$ cat src/rtl/ddr_arb_pkg.sv
// ddr_arb_pkg: shared types and constants for the DDR read-channel arbiter.
package ddr_arb_pkg;
  localparam int NumMasters = 2;
  localparam int AddrW = 32;
  localparam int DataW = 32;
  localparam int SIdW = 5;
  typedef struct packed {
    logic [AddrW-1:0] addr;
    logic [SIdW:0]    id;
    logic [7:0]       len;
    logic [2:0]       size;
    logic [1:0]       burst;
  } ar_req_t;
  typedef struct packed {
    logic [DataW-1:0] data;
    logic [SIdW-1:0]  id;
    logic [1:0]       resp;
    logic             last;
  } r_rsp_t;
  typedef enum logic {IDLE, SEND} arb_state_e;
endpackage

$ cat src/rtl/ddr_rd_arb_rr.sv
// ddr_rd_arb_rr: 2-way round-robin picker; prio moves to the loser on each enabled grant.
module ddr_rd_arb_rr (
  input  logic       clk_i,
  input  logic       rst_i,
  input  logic [1:0] i_elig,
  input  logic       i_en,
  output logic [1:0] o_gnt,
  output logic       o_idx
);
  logic r_prio;
  assign o_idx = i_elig[r_prio] ? r_prio : ~r_prio;
  assign o_gnt = i_elig[o_idx] ? (o_idx ? 2'b10 : 2'b01) : 2'b00;
  always_ff @(posedge clk_i or posedge rst_i)
    if (rst_i) r_prio <= 1'b0;
    else if (i_en) r_prio <= ~o_idx;
endmodule

$ cat src/rtl/ddr_rd_arbiter.sv
// ddr_rd_arbiter: 2:1 AXI4 read arbiter with registered AR stage and ID-prefix R routing.
// Define DDR_RD_ARB_ERR_EN to flag and drop R beats arriving with no burst outstanding.
module ddr_rd_arbiter
  import ddr_arb_pkg::*;
#(
  parameter int AddrWidth      = AddrW,
  parameter int DataWidth      = DataW,
  parameter int SIdWidth       = SIdW,
  parameter int MaxOutstanding = 4
) (
  input  logic                                 clk_i,
  input  logic                                 rst_i,
  input  logic [NumMasters-1:0]                s_ar_valid,
  output logic [NumMasters-1:0]                s_ar_ready,
  input  logic [NumMasters-1:0][AddrWidth-1:0] s_ar_addr,
  input  logic [NumMasters-1:0][SIdWidth-1:0]  s_ar_id,
  input  logic [NumMasters-1:0][7:0]           s_ar_len,
  input  logic [NumMasters-1:0][2:0]           s_ar_size,
  input  logic [NumMasters-1:0][1:0]           s_ar_burst,
  output logic [NumMasters-1:0]                s_r_valid,
  input  logic [NumMasters-1:0]                s_r_ready,
  output logic [DataWidth-1:0]                 s_r_data,
  output logic [SIdWidth-1:0]                  s_r_id,
  output logic [1:0]                           s_r_resp,
  output logic                                 s_r_last,
  output logic                                 m_ar_valid,
  input  logic                                 m_ar_ready,
  output logic [AddrWidth-1:0]                 m_ar_addr,
  output logic [SIdWidth:0]                    m_ar_id,
  output logic [7:0]                           m_ar_len,
  output logic [2:0]                           m_ar_size,
  output logic [1:0]                           m_ar_burst,
  input  logic                                 m_r_valid,
  output logic                                 m_r_ready,
  input  logic [DataWidth-1:0]                 m_r_data,
  input  logic [SIdWidth:0]                    m_r_id,
  input  logic [1:0]                           m_r_resp,
  input  logic                                 m_r_last,
  output logic                                 err_o
);
  arb_state_e                  r_state, w_state_nxt;
  ar_req_t                     r_ar;
  r_rsp_t                      w_rsp;
  logic [NumMasters-1:0][3:0]  r_cnt;
  logic [NumMasters-1:0]       w_elig, w_gnt;
  logic                        w_idx, w_take, w_gnt_en, w_src, w_orphan, w_rdone;
  always_comb
    for (int i = 0; i < NumMasters; i++)
      w_elig[i] = s_ar_valid[i] && (r_cnt[i] < 4'(MaxOutstanding));
  // The AR slot is free when empty or when its current beat is being taken downstream.
  assign w_take   = (r_state == IDLE) || m_ar_ready;
  assign w_gnt_en = w_take && |w_elig;
  ddr_rd_arb_rr u_rr (
    .clk_i (clk_i),
    .rst_i (rst_i),
    .i_elig(w_elig),
    .i_en  (w_gnt_en),
    .o_gnt (w_gnt),
    .o_idx (w_idx)
  );
  assign s_ar_ready = w_take ? w_gnt : '0;
  always_comb begin
    w_state_nxt = r_state;
    w_state_nxt = w_gnt_en ? SEND : (m_ar_ready ? IDLE : r_state);
  end
  always_ff @(posedge clk_i or posedge rst_i)
    if (rst_i) r_state <= IDLE;
    else r_state <= w_state_nxt;
  always_ff @(posedge clk_i or posedge rst_i)
    if (rst_i) r_ar <= '0;
    else if (w_gnt_en) r_ar <= '{addr: s_ar_addr[w_idx], id: {w_idx, s_ar_id[w_idx]},
                                 len: s_ar_len[w_idx], size: s_ar_size[w_idx],
                                 burst: s_ar_burst[w_idx]};
  assign m_ar_valid = (r_state == SEND);
  assign m_ar_addr  = r_ar.addr;
  assign m_ar_id    = r_ar.id;
  assign m_ar_len   = r_ar.len;
  assign m_ar_size  = r_ar.size;
  assign m_ar_burst = r_ar.burst;
  assign w_src = m_r_id[SIdWidth];
`ifdef DDR_RD_ARB_ERR_EN
  logic r_err;
  assign w_orphan = (r_cnt[w_src] == 4'd0);
  always_ff @(posedge clk_i or posedge rst_i)
    if (rst_i) r_err <= 1'b0;
    else r_err <= r_err | (m_r_valid & w_orphan);
  assign err_o = r_err;
`else
  assign w_orphan = 1'b0;
  assign err_o    = 1'b0;
`endif
  assign w_rsp     = '{data: m_r_data, id: m_r_id[SIdWidth-1:0], resp: m_r_resp, last: m_r_last};
  assign s_r_data  = w_rsp.data;
  assign s_r_id    = w_rsp.id;
  assign s_r_resp  = w_rsp.resp;
  assign s_r_last  = w_rsp.last;
  assign s_r_valid = (m_r_valid && !w_orphan) ? (w_src ? 2'b10 : 2'b01) : 2'b00;
  assign m_r_ready = s_r_ready[w_src] || w_orphan;
  // Zero check makes the counter saturate when orphan beats are routed through.
  assign w_rdone = m_r_valid && m_r_ready && m_r_last && (r_cnt[w_src] != 4'd0);
  always_ff @(posedge clk_i or posedge rst_i)
    if (rst_i) r_cnt <= '0;
    else
      for (int i = 0; i < NumMasters; i++)
        r_cnt[i] <= r_cnt[i] + 4'(w_gnt_en & w_gnt[i]) - 4'(w_rdone & (w_src == 1'(i)));
endmodule

$ cat config.mk
export PLATFORM = sky130hd
export DESIGN_NAME = ddr_rd_arbiter
export DESIGN_NICKNAME = d
export VERILOG_FILES = /design/src/rtl/ddr_arb_pkg.sv /design/src/rtl/ddr_rd_arb_rr.sv /design/src/rtl/ddr_rd_arbiter.sv
export SDC_FILE = /design/constraint.sdc
export NUM_CORES = 1
export LEC_CHECK = 0
export BUFFER_PORTS_ARGS = -buffer_cell sky130_fd_sc_hd__buf_2
export CAP_MARGIN = 0
export CORE_MARGIN = 2
export CORE_UTILIZATION = 31
export DETAILED_ROUTE_END_ITERATION = 6
export GPL_TIMING_DRIVEN = 0
export PLACE_DENSITY = 0.6
export REMOVE_ABC_BUFFERS = 1
export SLEW_MARGIN = 0
export SYNTH_ARGS = -nofsm -noshare
export SYNTH_HDL_FRONTEND = slang
export SYNTH_SLANG_ARGS = --single-unit
$ cat constraint.sdc
create_clock -name clk_i -period 2.95 [get_ports clk_i]
set_clock_uncertainty 0.15 [all_clocks]
set_input_delay 0.885 -clock clk_i [delete_from_list [all_inputs] [get_ports clk_i]]
set_output_delay 0.885 -clock clk_i [all_outputs]
set_load 0.1 [all_outputs]
# == Word level (Yosys, flattened, before mapping) ==
# Cells that the tools add are included.
# classes
n_addsub,4
magnitude_cmp,5
mux,26
bitwise,8
n_reduce_logical,10
# ops
cell,count
2-to-1 mux 32 bit,2
2-to-1 mux 8 bit,2
2-to-1 mux 2 bit,7
2-to-1 mux 5 bit,2
2-to-1 mux 1 bit,9
adder 4 x 1 -> 4 bit,2
< comparator 4 x 3 -> 1 bit (second input constant),2
2-to-1 mux 4 bit,2
logical AND 1 bit,6
< comparator 1 x 2 -> 1 bit (second input constant),3
2-to-1 mux 3 bit,2
AND 1 bit,4
inverter 1 bit,4
nonzero test 4 bit,1
subtractor 4 x 1 -> 4 bit,1
subtractor 4 bit,1
nonzero test 2 bit,1
OR reduction 2 bit,1
logical OR 1 bit,1
# totals
register_bits,61
in_bits,149

# == Longest topological paths before layout ==
# depth
word_depth,11
ltp_mapped,14
depth_no_buf,11

# == Hierarchy ==
# A second synthesis with hierarchy kept.
# hier_totals
cells_unflattened,337
area_unflattened_um2,3624.7
# modules_own_cells
module,instances,cells_each,area_each_um2,seq_area_each_um2
ddr_rd_arbiter,1,328,3558.4,1501.4
ddr_rd_arb_rr,1,9,66.3,25.0

# == Worst setup path before layout ==
# No wires, ideal clock.
# synth_path
path_type,input to output
start,input port m_ar_ready
end,output port s_ar_ready[0]
t_arrival_ps,2890
t_required_ps,1915
setup_slack_ps,-975
stages,5
path_buffers,2
path_cell_list,nand2b_1 -> clkbuf_1 -> buf_1 -> nand2_1 -> nor2_1
# synth_between
elab_chain_len,2
# synth_lines
element,line,text
"start, declared",ddr_rd_arbiter.sv:27,"input logic m_ar_ready,"
logical OR 1 bit,ddr_rd_arbiter.sv:51,assign w_take = (r_state == IDLE) || m_ar_ready;
2-to-1 mux 2 bit,ddr_rd_arbiter.sv:61,assign s_ar_ready = w_take ? w_gnt : '0;
"end, declared",ddr_rd_arbiter.sv:14,"output logic [NumMasters-1:0] s_ar_ready,"
# Every way passes these cells.

# == Worst setup path after layout ==
# layout_path
start,input port s_ar_valid[0]
end,output port s_ar_ready[1]
# layout_between
elab_chain_len,8
# layout_lines
element,line,text
"start, declared",ddr_rd_arbiter.sv:13,"input logic [NumMasters-1:0] s_ar_valid,"
logical AND 1 bit (*),ddr_rd_arbiter.sv:49,w_elig[i] = s_ar_valid[i] && (r_cnt[i] < 4'(MaxOutstanding));
2-to-1 mux 1 bit (implied by the code) (2 in series),ddr_rd_arb_rr.sv:11,assign o_idx = i_elig[r_prio] ? r_prio : ~r_prio;
2-to-1 mux 1 bit,ddr_rd_arb_rr.sv:11,
2-to-1 mux 1 bit (implied by the code) (2 in series),ddr_rd_arb_rr.sv:12,assign o_gnt = i_elig[o_idx] ? (o_idx ? 2'b10 : 2'b01) : 2'b00;
2-to-1 mux 2 bit (*),ddr_rd_arb_rr.sv:12,
2-to-1 mux 2 bit (*),ddr_rd_arbiter.sv:61,
# Mark *: on every way between the ends. The rest lies on a longest branch, timed or not. The select of a mux whose other input is x is not followed.

==> impl_metrics.csv <==
group,metric,value,unit
cts,cts_buffers,9,
setup_path,cpPeakStageDelay,0.24,ns
logic_synthesis,yosysSeqAreaShare,0.430,
global_route,gr-total-overflow,0,
setup_path,regToRegSetupSlack,0.17,ns
logic_synthesis,synth.largest_area_cell,"dfrtp_1",
die,coreArea,0.0113,sq mm
setup_path,cp.arrival,1.88,ns
cts,clk-insertion-delay-late,0.33,ns
layout,finalNetCount,685,
hold_path,worstHoldPathType,"reg -> reg",
timing,maxSlewHeadroom,0.183,
die,initial_core_util,0.314,
global_route,grt_max_degree,35,
placed_design,place_area,0.00419,sq mm
setup_path,cp-start-kind,"primary input",
drt,via_count,3862,
timing,layout_setup_ws,0.0346,ns
die,dieArea,0.0123,sq mm
global_route,global_route.usage.met1,0.327,
timing,setup_viol,0,
logic_synthesis,synthTopCellsByArea,"dfrtp_1 43%, a31oi_1 8.8%, buf_4 8.7%",
setup_path,crit_required,1.92,ns
global_route,grt_pass1_wl,22.9,mm
cts,clockBufferDepth,2,
layout,syn_to_final_growth,34.6,%
timing,timing.fmax,343,MHz
global_route,use_met3,0.141,
run,maxCapViolations,0,
placed_design,post-place-ws,-0.781,ns
setup_path,cp_slowest_cell,"buf_6",
global_route,antenna_found_initial,0,
placed_design,place.gp.congestion,0.757,
cts,cts_sinks,61,
layout,n_fill_cell,1126,
logic_synthesis,synthCells,400,
global_route,grt_usage,0.246,
layout,antenna_cells,0,
logic_synthesis,synth_commonest_cells,"61 x dfrtp_1, 54 x a21oi_1, 50 x a31oi_1, 50 x nand3_1, 41 x buf_4",
logic_synthesis,netlist_area,0.00355,sq mm
die,rows,39,
drt,ant_nets,0,
layout,utilization,0.423,
setup_path,crit_type,"in -> out",
placed_design,hpwlAfterDp,8.89,mm
drt,vias_per_cell,5.75,
die,die_h,111,microns
drt,wirelength,16.1,mm
logic_synthesis,synth.distinct_cells,35,
timing,worst_pin_slew,1.23,ns
cts,h-tree-depth,3,
placed_design,port_buffers,167,
drt,drt_iter0_markers,328,
logic_synthesis,synth_edf_count,0,
timing,finalHoldViolations,0,
global_route,met2_usage,0.337,
layout,stdcell_area,0.00478,sq mm
cts,cts-root-buf,"clkbuf_16",
timing,final.min_clock_period,2.92,ns
timing,min_period_over_period,0.988,
logic_synthesis,syn_avg_cell_area,8.88,sq um
logic_synthesis,yosysMostFrequentCell,"dfrtp_1",
timing,whs,0.361,ns
die,dieWidth,111,microns
logic_synthesis,yosys_warnings,0,
logic_synthesis,async_reset_ff_frac,1.00,
die,ioPinCount,247,
timing,slew_viol_final,0,
logic_synthesis,synth_top_area_frac,0.430,
cts,cts_tree,"yes",
logic_synthesis,ys_seq_elements,61,
status,status,"finished, final reports clean",
global_route,grt_pass1_vias,3753,
drt,wire_per_inst,23.9,microns
layout,drive_gt1_frac,0.418,
cts,cts-hold-fix-buffers,0,
setup_path,crit_fanout,12,
setup_path,path_cells,"clkbuf_4 -> nand3b_1 -> buf_12 -> nand2_1 -> nor2_1 -> buf_6",
global_route,top_usage_layer,"met2",
logic_synthesis,synth_ff_type,"dfrtp_1",
cts,clk_pin_slew,0.06,ns
drt,dr.pass1.iters,5,
drt,drc_errors,0,
setup_path,cp-end-kind,"output port",
-- layout by cell type (no fill, tap or decap), types with 2 or more instances in the layout --
master	synthesis	routed
buf_2	2	163
dfrtp_1	61	61
a21oi_1	54	54
nand3_1	50	50
a31oi_1	50	50
o21ai_0	40	40
clkbuf_16	0	11
o21ai_1	10	10
buf_4	41	10
inv_1	11	9
ha_1	10	8
nand2_1	5	5
xor2_1	4	4
clkinvlp_4	0	4
buf_6	7	3
buf_12	0	3
nor2_1	3	2
inv_2	0	2
a21o_1	2	2
fa_1	2	2
ha_4	0	2
clkbuf_8	0	2
a21bo_2	1	2
and3b_1	1	2
and2_2	0	2
buf_16	0	2
-- state kept, by name (all words and copies together), names as in the netlist --
name	cells
m_ar_addr	32
m_ar_burst	2
m_ar_id	6
m_ar_len	8
m_ar_size	3
m_ar_valid	1
r_cnt	8
u_rr.r_prio	1
-- routing by layer --
metal | part of all wire | up-vias | wire length (microns)
li1 | - | 1670 | -
met1 | 0.42 | 1869 | 6680
met2 | 0.42 | 297 | 6750
met3 | 0.15 | 24 | 2380
met4 | 0.012 | 2 | 190
met5 | 0.0034 | - | 55
-- final timing paths --
kind	startpoint	to	cells after the start
min	m_ar_id[5]$_DFFE_PP0P_	m_ar_id[5]$_DFFE_PP0P_	1
max reg2reg	r_cnt[2]$_DFF_PP0_	r_cnt[2]$_DFF_PP0_	11
max in group asynchronous	rst_i	m_ar_addr[29]$_DFFE_PP0P_	3
min in group asynchronous	rst_i	m_ar_addr[30]$_DFFE_PP0P_	2
min reg2reg	m_ar_id[5]$_DFFE_PP0P_	m_ar_id[5]$_DFFE_PP0P_	1
max	s_ar_valid[0]	s_ar_ready[1]	6
-- what timing repair did --
| item | CTS | global route |
|---|---|---|
| endpoints found under the setup margin | 9 | 3 |
| setup buffers | 8 | 2 |
| pin swaps | 7 | 3 |
| gates resized for setup | 12 | 6 |
| cloned | 8 | 3 |
-- cells by family after synthesis --
group | Yosys count | share of synthesized area
AOI/OAI and AO/OA | 160 | 0.249
xor gates and xnor gates | 4 | 0.00986
adders and majority gates | 12 | 0.0465
buffers and inverters | 92 | 0.158
DFF | 61 | 0.430
muxes | 2 | 0.00739
other | 1 | 0.00106
and+or+nand+nor | 68 | 0.0993
-- stage by stage --
stage          std cells  TNS [ns]
5_1_grt              672   -0.0188
3_3_place_gp         629   -117.56
6_report             672         0
3_5_place_dp         635     -6.27
2_1_floorplan        319     -9.56
4_1_cts              667         0
-- critical path: cells and delay by family --
family,cells,cell delay [ns]
AND/OR/NAND/NOR,3,0.42
buffers and inverters,3,0.58
-- layout make-up --
cell class / count / area [sq um] / share of cell area
multi-input cells: 255 / 1610 / 0.336
flip-flops and latches: 61 / 1530 / 0.319
repair buffers: 186 / 1140 / 0.239
clock buffers: 11 / 253 / 0.0528
well taps: 143 / 179 / 0.0374
inverters: 11 / 41.3 / 0.00863
clock inverters: 5 / 35.0 / 0.00732
Power is left out: the tool's default activity adds up to more than one toggle a clock period on the data nets, which glitch-free logic cannot reach.
